`config.mk`:
```
export PLATFORM = sky130hd
export DESIGN_NAME = mlsu_req_issue_flat
export DESIGN_NICKNAME = d
export VERILOG_FILES = /design/src/rtl/mlsu_req_issue_pkg.sv /design/src/rtl/mlsu_req_issue_if.sv /design/src/rtl/mlsu_inorder_tracker.sv /design/src/rtl/mlsu_req_issue.sv /design/src/flat_wrapper.sv
export SDC_FILE = /design/constraint.sdc
export NUM_CORES = 1
export LEC_CHECK = 0
export ABC_CLOCK_PERIOD_IN_PS = 4700
export BUFFER_PORTS_ARGS = -buffer_cell sky130_fd_sc_hd__clkbuf_2
export CAP_MARGIN = 20
export CORE_MARGIN = 10
export CORE_UTILIZATION = 59
export DETAILED_ROUTE_END_ITERATION = 12
export PLACE_DENSITY = 0.83
export REMOVE_ABC_BUFFERS = 1
export SKIP_LAST_GASP = 1
export SYNTH_ARGS = -nofsm -noshare
export SYNTH_HDL_FRONTEND = slang
export SYNTH_HIERARCHICAL = 1
export SYNTH_SLANG_ARGS = --single-unit
```
`constraint.sdc`:
```
create_clock -name clk_i -period 4.7 [get_ports clk_i]
set_clock_uncertainty 0.05 [all_clocks]
set_input_delay 0.705 -clock clk_i [delete_from_list [all_inputs] [get_ports clk_i]]
set_output_delay 0.705 -clock clk_i [all_outputs]
set_load 0.02 [all_outputs]
```
`src/rtl/mlsu_req_issue_pkg.sv`:
```
//==============================================================================
// Module      : mlsu_req_issue_pkg
// Description : Shared types for the matrix-LSU request issue stage.
// Revision    : 1.0 - initial release
//==============================================================================
`default_nettype none

package mlsu_req_issue_pkg;

    localparam int ID_WIDTH               = 3;
    localparam int DEFAULT_NR_OUTSTANDING = 4;

    typedef logic [ID_WIDTH-1:0] vid_t;

    typedef struct packed {
        vid_t reqId;
        logic isLoad;
    } pe_req_t;

    typedef enum logic [1:0] {
        DIR_IDLE = 2'd0,
        DIR_LD   = 2'd1,
        DIR_ST   = 2'd2
    } mlsu_issue_dir_e;

    typedef struct packed {
        vid_t id;
        logic is_load;
        logic done;
    } issue_entry_t;

endpackage

`default_nettype wire

```
`src/rtl/mlsu_req_issue_if.sv`:
```
//==============================================================================
// Module      : mlsu_req_issue_if
// Description : Sequencer / LSU / completion bundle of the request issue stage.
// Revision    : 1.0 - initial release
//==============================================================================
`default_nettype none

interface mlsu_req_issue_if
    import mlsu_req_issue_pkg::*;
#(
    parameter int NR_OUTSTANDING = DEFAULT_NR_OUTSTANDING
) ();

    logic                                    seq_req_valid_i;
    logic                                    seq_req_ready_o;
    pe_req_t                                 seq_req_i;
    logic                                    pe_req_valid_o;
    logic                                    pe_req_ready_i;
    pe_req_t                                 pe_req_o;
    logic                                    load_resp_valid_i;
    vid_t                                    load_resp_id_i;
    logic                                    store_resp_valid_i;
    vid_t                                    store_resp_id_i;
    logic                                    cmpl_valid_o;
    logic                                    cmpl_ready_i;
    vid_t                                    cmpl_id_o;
    logic                                    cmpl_is_load_o;
    logic [$clog2(NR_OUTSTANDING+1)-1:0]     inflight_cnt_o;
    logic                                    err_o;

    // Environment side (sequencer, LSU, completion consumer)
    modport master (
        output seq_req_valid_i, seq_req_i, pe_req_ready_i,
               load_resp_valid_i, load_resp_id_i, store_resp_valid_i, store_resp_id_i,
               cmpl_ready_i,
        input  seq_req_ready_o, pe_req_valid_o, pe_req_o, cmpl_valid_o, cmpl_id_o,
               cmpl_is_load_o, inflight_cnt_o, err_o
    );

    modport slave (
        input  seq_req_valid_i, seq_req_i, pe_req_ready_i,
               load_resp_valid_i, load_resp_id_i, store_resp_valid_i, store_resp_id_i,
               cmpl_ready_i,
        output seq_req_ready_o, pe_req_valid_o, pe_req_o, cmpl_valid_o, cmpl_id_o,
               cmpl_is_load_o, inflight_cnt_o, err_o
    );

endinterface

`default_nettype wire

```
`src/rtl/mlsu_inorder_tracker.sv`:
```
//==============================================================================
// Module      : mlsu_inorder_tracker
// Description : Circular in-flight table; marks completions, retires in order.
// Revision    : 1.0 - initial release
//==============================================================================
`default_nettype none

module mlsu_inorder_tracker
    import mlsu_req_issue_pkg::*;
#(
    parameter  int NR_OUTSTANDING = DEFAULT_NR_OUTSTANDING,
    localparam int IDX_W          = $clog2(NR_OUTSTANDING),
    localparam int CNT_W          = IDX_W + 1
) (
    input  logic             clk_i,
    input  logic             rst_i,
    input  logic             alloc_valid_i,
    input  vid_t             alloc_id_i,
    input  logic             alloc_is_load_i,
    input  logic             pend_i,
    input  logic             load_resp_valid_i,
    input  vid_t             load_resp_id_i,
    input  logic             store_resp_valid_i,
    input  vid_t             store_resp_id_i,
    input  logic             cmpl_ready_i,
    output logic             cmpl_valid_o,
    output vid_t             cmpl_id_o,
    output logic             cmpl_is_load_o,
    output logic             full_o,
    output logic [CNT_W-1:0] cnt_o,
    output logic             err_o
);

    issue_entry_t      r_table [NR_OUTSTANDING];
    logic [CNT_W-1:0]  r_head;
    logic [CNT_W-1:0]  r_tail;
    logic              r_err;

    logic [CNT_W-1:0]  w_cnt;
    logic [CNT_W-1:0]  w_issued;
    logic [IDX_W-1:0]  w_head_idx;
    logic [IDX_W-1:0]  w_tail_idx;
    logic [IDX_W-1:0]  w_scan_idx;
    logic [IDX_W-1:0]  w_ld_idx;
    logic [IDX_W-1:0]  w_st_idx;
    logic              w_ld_hit;
    logic              w_st_hit;
    logic              w_retire;

    assign w_head_idx = r_head[IDX_W-1:0];
    assign w_tail_idx = r_tail[IDX_W-1:0];
    assign w_cnt      = r_tail - r_head;
    // The youngest entry is not matchable while it still sits in the output register
    assign w_issued   = w_cnt - CNT_W'(pend_i);

    assign full_o         = (w_head_idx == w_tail_idx) && (r_head[IDX_W] != r_tail[IDX_W]);
    assign cnt_o          = w_cnt;
    assign err_o          = r_err;
    assign cmpl_valid_o   = r_table[w_head_idx].done;
    assign cmpl_id_o      = r_table[w_head_idx].id;
    assign cmpl_is_load_o = r_table[w_head_idx].is_load;
    assign w_retire       = cmpl_valid_o && cmpl_ready_i;

    // Scan oldest-first so duplicate ids resolve to the oldest outstanding entry
    always_comb begin
        w_ld_hit   = 1'b0;
        w_ld_idx   = '0;
        w_st_hit   = 1'b0;
        w_st_idx   = '0;
        w_scan_idx = '0;
        for (int k = 0; k < NR_OUTSTANDING; k++) begin
            w_scan_idx = w_head_idx + IDX_W'(k);
            if ((CNT_W'(k) < w_issued) && !r_table[w_scan_idx].done) begin
                if (!w_ld_hit && load_resp_valid_i && r_table[w_scan_idx].is_load &&
                    (r_table[w_scan_idx].id == load_resp_id_i)) begin
                    w_ld_hit = 1'b1;
                    w_ld_idx = w_scan_idx;
                end
                if (!w_st_hit && store_resp_valid_i && !r_table[w_scan_idx].is_load &&
                    (r_table[w_scan_idx].id == store_resp_id_i)) begin
                    w_st_hit = 1'b1;
                    w_st_idx = w_scan_idx;
                end
            end
        end
    end

    always_ff @(posedge clk_i or posedge rst_i) begin
        if (rst_i) begin
            r_head <= '0;
            r_tail <= '0;
            r_err  <= 1'b0;
            for (int i = 0; i < NR_OUTSTANDING; i++) begin
                r_table[i] <= '0;
            end
        end else begin
            if (w_ld_hit) begin
                r_table[w_ld_idx].done <= 1'b1;
            end
            if (w_st_hit) begin
                r_table[w_st_idx].done <= 1'b1;
            end
            if ((load_resp_valid_i && !w_ld_hit) || (store_resp_valid_i && !w_st_hit)) begin
                r_err <= 1'b1;
            end
            if (w_retire) begin
                r_table[w_head_idx].done <= 1'b0;
                r_head                   <= r_head + CNT_W'(1);
            end
            if (alloc_valid_i) begin
                r_table[w_tail_idx] <= '{id: alloc_id_i, is_load: alloc_is_load_i, done: 1'b0};
                r_tail              <= r_tail + CNT_W'(1);
            end
        end
    end

endmodule

`default_nettype wire

```
`src/rtl/mlsu_req_issue.sv`:
```
//==============================================================================
// Module      : mlsu_req_issue
// Description : Direction-ordered request issue with output register and
//               in-order completion tracking for the matrix LSU.
// Revision    : 1.0 - initial release
//==============================================================================
`default_nettype none

module mlsu_req_issue
    import mlsu_req_issue_pkg::*;
#(
    parameter int NR_OUTSTANDING = DEFAULT_NR_OUTSTANDING
) (
    input  logic             clk_i,
    input  logic             rst_i,
    mlsu_req_issue_if.slave  bus
);

    localparam int CNT_W = $clog2(NR_OUTSTANDING) + 1;

    mlsu_issue_dir_e   r_dir;
    logic              r_pe_valid;
    pe_req_t           r_pe_req;

    logic              w_dir_ok;
    logic              w_ready;
    logic              w_accept;
    logic              w_full;
    logic              w_retire;
    logic              w_cmpl_valid;
    logic [CNT_W-1:0]  w_cnt;

    always_comb begin
        w_dir_ok = 1'b0;
        case (r_dir)
            DIR_IDLE: w_dir_ok = 1'b1;
            DIR_LD:   w_dir_ok = bus.seq_req_i.isLoad;
            DIR_ST:   w_dir_ok = !bus.seq_req_i.isLoad;
            default:  w_dir_ok = 1'b0;
        endcase
    end

    // Gated by reset so every output reads 0 while reset is held
    assign w_ready  = !rst_i && !w_full && w_dir_ok && (!r_pe_valid || bus.pe_req_ready_i);
    assign w_accept = w_ready && bus.seq_req_valid_i;
    assign w_retire = w_cmpl_valid && bus.cmpl_ready_i;

    always_ff @(posedge clk_i or posedge rst_i) begin
        if (rst_i) begin
            r_dir      <= DIR_IDLE;
            r_pe_valid <= 1'b0;
            r_pe_req   <= '0;
        end else begin
            if (w_accept) begin
                r_pe_valid <= 1'b1;
                r_pe_req   <= bus.seq_req_i;
            end else if (bus.pe_req_ready_i) begin
                r_pe_valid <= 1'b0;
            end
            case (r_dir)
                DIR_IDLE: begin
                    if (w_accept) begin
                        r_dir <= bus.seq_req_i.isLoad ? DIR_LD : DIR_ST;
                    end
                end
                DIR_LD, DIR_ST: begin
                    if (w_retire && (w_cnt == CNT_W'(1)) && !w_accept) begin
                        r_dir <= DIR_IDLE;
                    end
                end
                default: r_dir <= DIR_IDLE;
            endcase
        end
    end

    mlsu_inorder_tracker #(
        .NR_OUTSTANDING (NR_OUTSTANDING)
    ) u_tracker (
        .clk_i              (clk_i),
        .rst_i              (rst_i),
        .alloc_valid_i      (w_accept),
        .alloc_id_i         (bus.seq_req_i.reqId),
        .alloc_is_load_i    (bus.seq_req_i.isLoad),
        .pend_i             (r_pe_valid),
        .load_resp_valid_i  (bus.load_resp_valid_i),
        .load_resp_id_i     (bus.load_resp_id_i),
        .store_resp_valid_i (bus.store_resp_valid_i),
        .store_resp_id_i    (bus.store_resp_id_i),
        .cmpl_ready_i       (bus.cmpl_ready_i),
        .cmpl_valid_o       (w_cmpl_valid),
        .cmpl_id_o          (bus.cmpl_id_o),
        .cmpl_is_load_o     (bus.cmpl_is_load_o),
        .full_o             (w_full),
        .cnt_o              (w_cnt),
        .err_o              (bus.err_o)
    );

    assign bus.seq_req_ready_o = w_ready;
    assign bus.pe_req_valid_o  = r_pe_valid;
    assign bus.pe_req_o        = r_pe_req;
    assign bus.cmpl_valid_o    = w_cmpl_valid;
    assign bus.inflight_cnt_o  = w_cnt;

endmodule

`default_nettype wire

```
`src/flat_wrapper.sv`:
```
// flat-port wrapper written by rule: the top's interface ports become plain ports
module mlsu_req_issue_flat import mlsu_req_issue_pkg::*;
#(
    parameter int NR_OUTSTANDING = DEFAULT_NR_OUTSTANDING
)
  (clk_i, rst_i, bus_seq_req_valid_i, bus_seq_req_i, bus_pe_req_ready_i, bus_load_resp_valid_i, bus_load_resp_id_i, bus_store_resp_valid_i, bus_store_resp_id_i, bus_cmpl_ready_i, bus_seq_req_ready_o, bus_pe_req_valid_o, bus_pe_req_o, bus_cmpl_valid_o, bus_cmpl_id_o, bus_cmpl_is_load_o, bus_inflight_cnt_o, bus_err_o);
  mlsu_req_issue_if #(.NR_OUTSTANDING(NR_OUTSTANDING)) bus_i ();
  input  logic clk_i;
  input  logic rst_i;
  input wire logic [$bits(bus_i.seq_req_valid_i)-1:0] bus_seq_req_valid_i;
  input wire logic [$bits(bus_i.seq_req_i)-1:0] bus_seq_req_i;
  input wire logic [$bits(bus_i.pe_req_ready_i)-1:0] bus_pe_req_ready_i;
  input wire logic [$bits(bus_i.load_resp_valid_i)-1:0] bus_load_resp_valid_i;
  input wire logic [$bits(bus_i.load_resp_id_i)-1:0] bus_load_resp_id_i;
  input wire logic [$bits(bus_i.store_resp_valid_i)-1:0] bus_store_resp_valid_i;
  input wire logic [$bits(bus_i.store_resp_id_i)-1:0] bus_store_resp_id_i;
  input wire logic [$bits(bus_i.cmpl_ready_i)-1:0] bus_cmpl_ready_i;
  output wire logic [$bits(bus_i.seq_req_ready_o)-1:0] bus_seq_req_ready_o;
  output wire logic [$bits(bus_i.pe_req_valid_o)-1:0] bus_pe_req_valid_o;
  output wire logic [$bits(bus_i.pe_req_o)-1:0] bus_pe_req_o;
  output wire logic [$bits(bus_i.cmpl_valid_o)-1:0] bus_cmpl_valid_o;
  output wire logic [$bits(bus_i.cmpl_id_o)-1:0] bus_cmpl_id_o;
  output wire logic [$bits(bus_i.cmpl_is_load_o)-1:0] bus_cmpl_is_load_o;
  output wire logic [$bits(bus_i.inflight_cnt_o)-1:0] bus_inflight_cnt_o;
  output wire logic [$bits(bus_i.err_o)-1:0] bus_err_o;
  assign bus_i.seq_req_valid_i = bus_seq_req_valid_i;
  assign bus_i.seq_req_i = bus_seq_req_i;
  assign bus_i.pe_req_ready_i = bus_pe_req_ready_i;
  assign bus_i.load_resp_valid_i = bus_load_resp_valid_i;
  assign bus_i.load_resp_id_i = bus_load_resp_id_i;
  assign bus_i.store_resp_valid_i = bus_store_resp_valid_i;
  assign bus_i.store_resp_id_i = bus_store_resp_id_i;
  assign bus_i.cmpl_ready_i = bus_cmpl_ready_i;
  assign bus_seq_req_ready_o = bus_i.seq_req_ready_o;
  assign bus_pe_req_valid_o = bus_i.pe_req_valid_o;
  assign bus_pe_req_o = bus_i.pe_req_o;
  assign bus_cmpl_valid_o = bus_i.cmpl_valid_o;
  assign bus_cmpl_id_o = bus_i.cmpl_id_o;
  assign bus_cmpl_is_load_o = bus_i.cmpl_is_load_o;
  assign bus_inflight_cnt_o = bus_i.inflight_cnt_o;
  assign bus_err_o = bus_i.err_o;
  mlsu_req_issue #(.NR_OUTSTANDING(NR_OUTSTANDING)) u_core (.clk_i(clk_i), .rst_i(rst_i), .bus(bus_i));
endmodule
```
==> flow_metrics.py <==
metrics = {
    "synth": {
        "synth_edf_count": 0,
        "synth.area.top_cells": "dfrtp_1, mux4_2, mux2_2",
        "seq_area_frac_synth_pct": 30.4,
        "syn_inst": 243,
        "avgSynthCellArea_sq_um": 11.5,
        "synth_ff_type": "dfrtp_1",
        "ys_seq_elements": 34,
        "synth_top_area_share_pct": 30.4,
        "yosysUniqueCellTypes": 54,
        "synth-async-reset-ratio_pct": 100,
        "yosysTopAreaCell": "dfrtp_1",
        "yosys-top-cells-count": "dfrtp_1, nand2_1, mux2_2, xnor2_1",
        "synth_area_sq_um": 2800,
        "synth_most_common_cell": "dfrtp_1",
        "yosys_warnings": 6,
    },
    "sta": {
        "drv_slew": 0,
        "hold_viol_final": 0,
        "relSlewSlack_pct": 58.2,
        "clock.fmax_mhz": 263,
        "rsz0062_at_grt": "no",
        "tightest_slew_ns": 0.627,
        "period_needed_ns": 3.81,
        "setup_viol": 0,
        "fin_crit_sh_pct": 81.0,
        "tns_ns": 0,
    },
    "grt": {
        "grt_pass1_vias": 2147,
        "antenna_found_initial": 0,
        "grt_use_total_pct": 17.9,
        "grt-ovfl-total": 0,
        "grt_pass1_wl_um": 11000,
        "grt_max_degree": 29,
    },
    "clocking": {
        "cts_sinks": 34,
        "path_clk_slew_ns": 0.07,
        "cts_max_level": 2,
        "clockRootBuffer": "clkbuf_8",
        "post_cts_buffers": 0,
        "cts_resized": 0,
        "insertion_delay_ns": 0.29,
        "cts_made_buffers": 5,
        "cts_buffer_depth": 2,
        "tritoncts": "built",
        "cts_hold_buf": 0,
    },
    "critical_path": {
        "crit_arrival_ns": 3.96,
        "crit_type": "reg -> reg",
        "r2r-start": "u_core/u_tracker/r_head[0]$_DFFE_PP0P_",
        "critPathBufInv": 1,
        "cp-end-kind": "register",
        "crit_required_ns": 4.85,
        "r2r_slack_ns": 0.89,
        "path_delay_family": "compound AO/OA/AOI/OAI gates",
        "slowest_stage": "fa_1",
        "crit_path_max_fanout": 28,
        "crit_path_start_kind": "register",
        "cpPeakStageDelay_ns": 0.44,
        "crit_chain": "buf_4 > ha_1 > fa_1 > ha_1 > xnor2_1 > xnor2_1 > a31o_2 > nor4_4 > mux2_2 > o311ai_1 > a221oi_1 > a221oi_2",
        "timing.rr.end": "u_core/u_tracker/r_table[5]$_DFF_PP0_",
        "worstRegToRegCells": 12,
    },
    "placed_design": {
        "io_buffers": 31,
        "gp_congestion": 0.850,
        "hpwl_um": 4870,
        "placed_area_sq_um": 2970,
    },
    "die": {
        "die_area_sq_um": 7900,
        "rows": 24,
        "core_sq_um": 4470,
        "die_h_um": 88.9,
        "start_util_pct": 62.5,
        "ios": 32,
        "die_w_um": 88.9,
    },
    "routing": {
        "drt-initial-drc-count": 327,
        "wl_per_cell_um": 20.1,
        "via_per_inst": 6.37,
        "drtPass1Iterations": 4,
        "drc": 0,
        "vias": 2097,
        "wl_um": 6600,
        "ant_nets": 0,
    },
    "finish": {
        "nets": 307,
        "diodes": 0,
        "finalInstanceArea_sq_um": 3140,
        "area_growth_pct": 12.2,
        "layout-drive-gt1-share_pct": 32.9,
    },
    "outcome": {
        "outcome": "finished clean",
    },
    "min_path": {
        "hold_path_class": "in -> async",
    },
    "job": {
        "drv_cap": 0,
    },
}
-- through the flow --
| step | instances | util [%] | hold slack [ns] | setup slack, ns |
|---|---|---|---|---|
| 3_3_place_gp | 320 | 66.4 | 0.428 | 1.06 |
| 2_1_floorplan | 235 | - | 0.416 | 0.610 |
| 3_5_place_dp | 320 | 66.4 | 0.423 | 0.966 |
| 4_1_cts | 328 | 69.5 | 0.301 | 0.929 |
| 6_report | 329 | 70.1 | 0.302 | 0.894 |
| 5_1_grt | 329 | 70.1 | 0.306 | 0.642 |
-- routing by layer --
layer	track usage, %	routed length [um]	vias to the layer above
met2	28.2	3160	81
met1	22.9	2780	1029
met3	4.41	478	17
met4	7.34	189	0
li1	-	-	970
met5	0	0	-
-- cell usage in the layout, fill, tap and decap left out, drive strengths merged, types with 4 or more instances in the layout --
cell type   n
clkbuf     36
dfrtp      34
nand2      23
mux2       21
mux4       20
xnor2      17
xor2       15
ha         13
nor2       12
inv        11
nor2b       6
nand2b      5
o21ai       5
a21oi       4
nor4        4
or2         4
o2bb2ai     4
-- layout make-up --
cell class,count,area [sq um]
Clock inverter,3,68.8
Tap cell,52,65.1
Inverter,11,41.3
Multi-Input combinational cell,190,1850
Fill cell,333,1340
Timing Repair Buffer,34,198
Clock buffer,5,68.8
Sequential cell,34,851
-- state kept, by name, indices dropped and copies added, names as in the netlist --
signal,cells
u_core/u_tracker/r_table,20
u_core/r_dir,2
u_core/u_tracker/r_head,3
u_core/u_tracker/r_tail,3
u_core/u_tracker/err_o,1
u_core/bus.pe_req_o,4
u_core/bus.pe_req_valid_o,1
-- cells by family (layout without fill, tap and decap cells) --
logic type	count (synthesis)	count (layout)	share of synthesized area, %
and+or+nand+nor	71	71	14.4
AOI/OAI and AO/OA	29	29	8.10
muxes	44	44	27.0
DFF	34	34	30.4
xor gates and xnor gates	32	32	10.0
buffers and inverters	19	53	3.62
adders and majority gates	14	14	6.53
-- worst max path at each step --
stage | start | to | slack [ns] | cells past startpoint
after floorplan | u_core/u_tracker/r_head[0]$_DFFE_PP0P_ | u_core/u_tracker/r_table[10]$_DFF_PP0_ | 0.61 | 10
after global placement | u_core/u_tracker/r_head[1]$_DFFE_PP0P_ | u_core/u_tracker/r_table[10]$_DFF_PP0_ | 1.06 | 10
after detailed placement | u_core/u_tracker/r_head[1]$_DFFE_PP0P_ | u_core/u_tracker/r_table[5]$_DFF_PP0_ | 0.97 | 10
after CTS | u_core/u_tracker/r_head[0]$_DFFE_PP0P_ | u_core/u_tracker/r_table[5]$_DFF_PP0_ | 0.93 | 12
after global routing | u_core/u_tracker/r_head[0]$_DFFE_PP0P_ | u_core/u_tracker/r_table[5]$_DFF_PP0_ | 0.64 | 12
final | u_core/u_tracker/r_head[0]$_DFFE_PP0P_ | u_core/u_tracker/r_table[5]$_DFF_PP0_ | 0.89 | 12
Power is left out: the tool's default activity adds up to more than one toggle a clock period on the data nets, which glitch-free logic cannot reach.
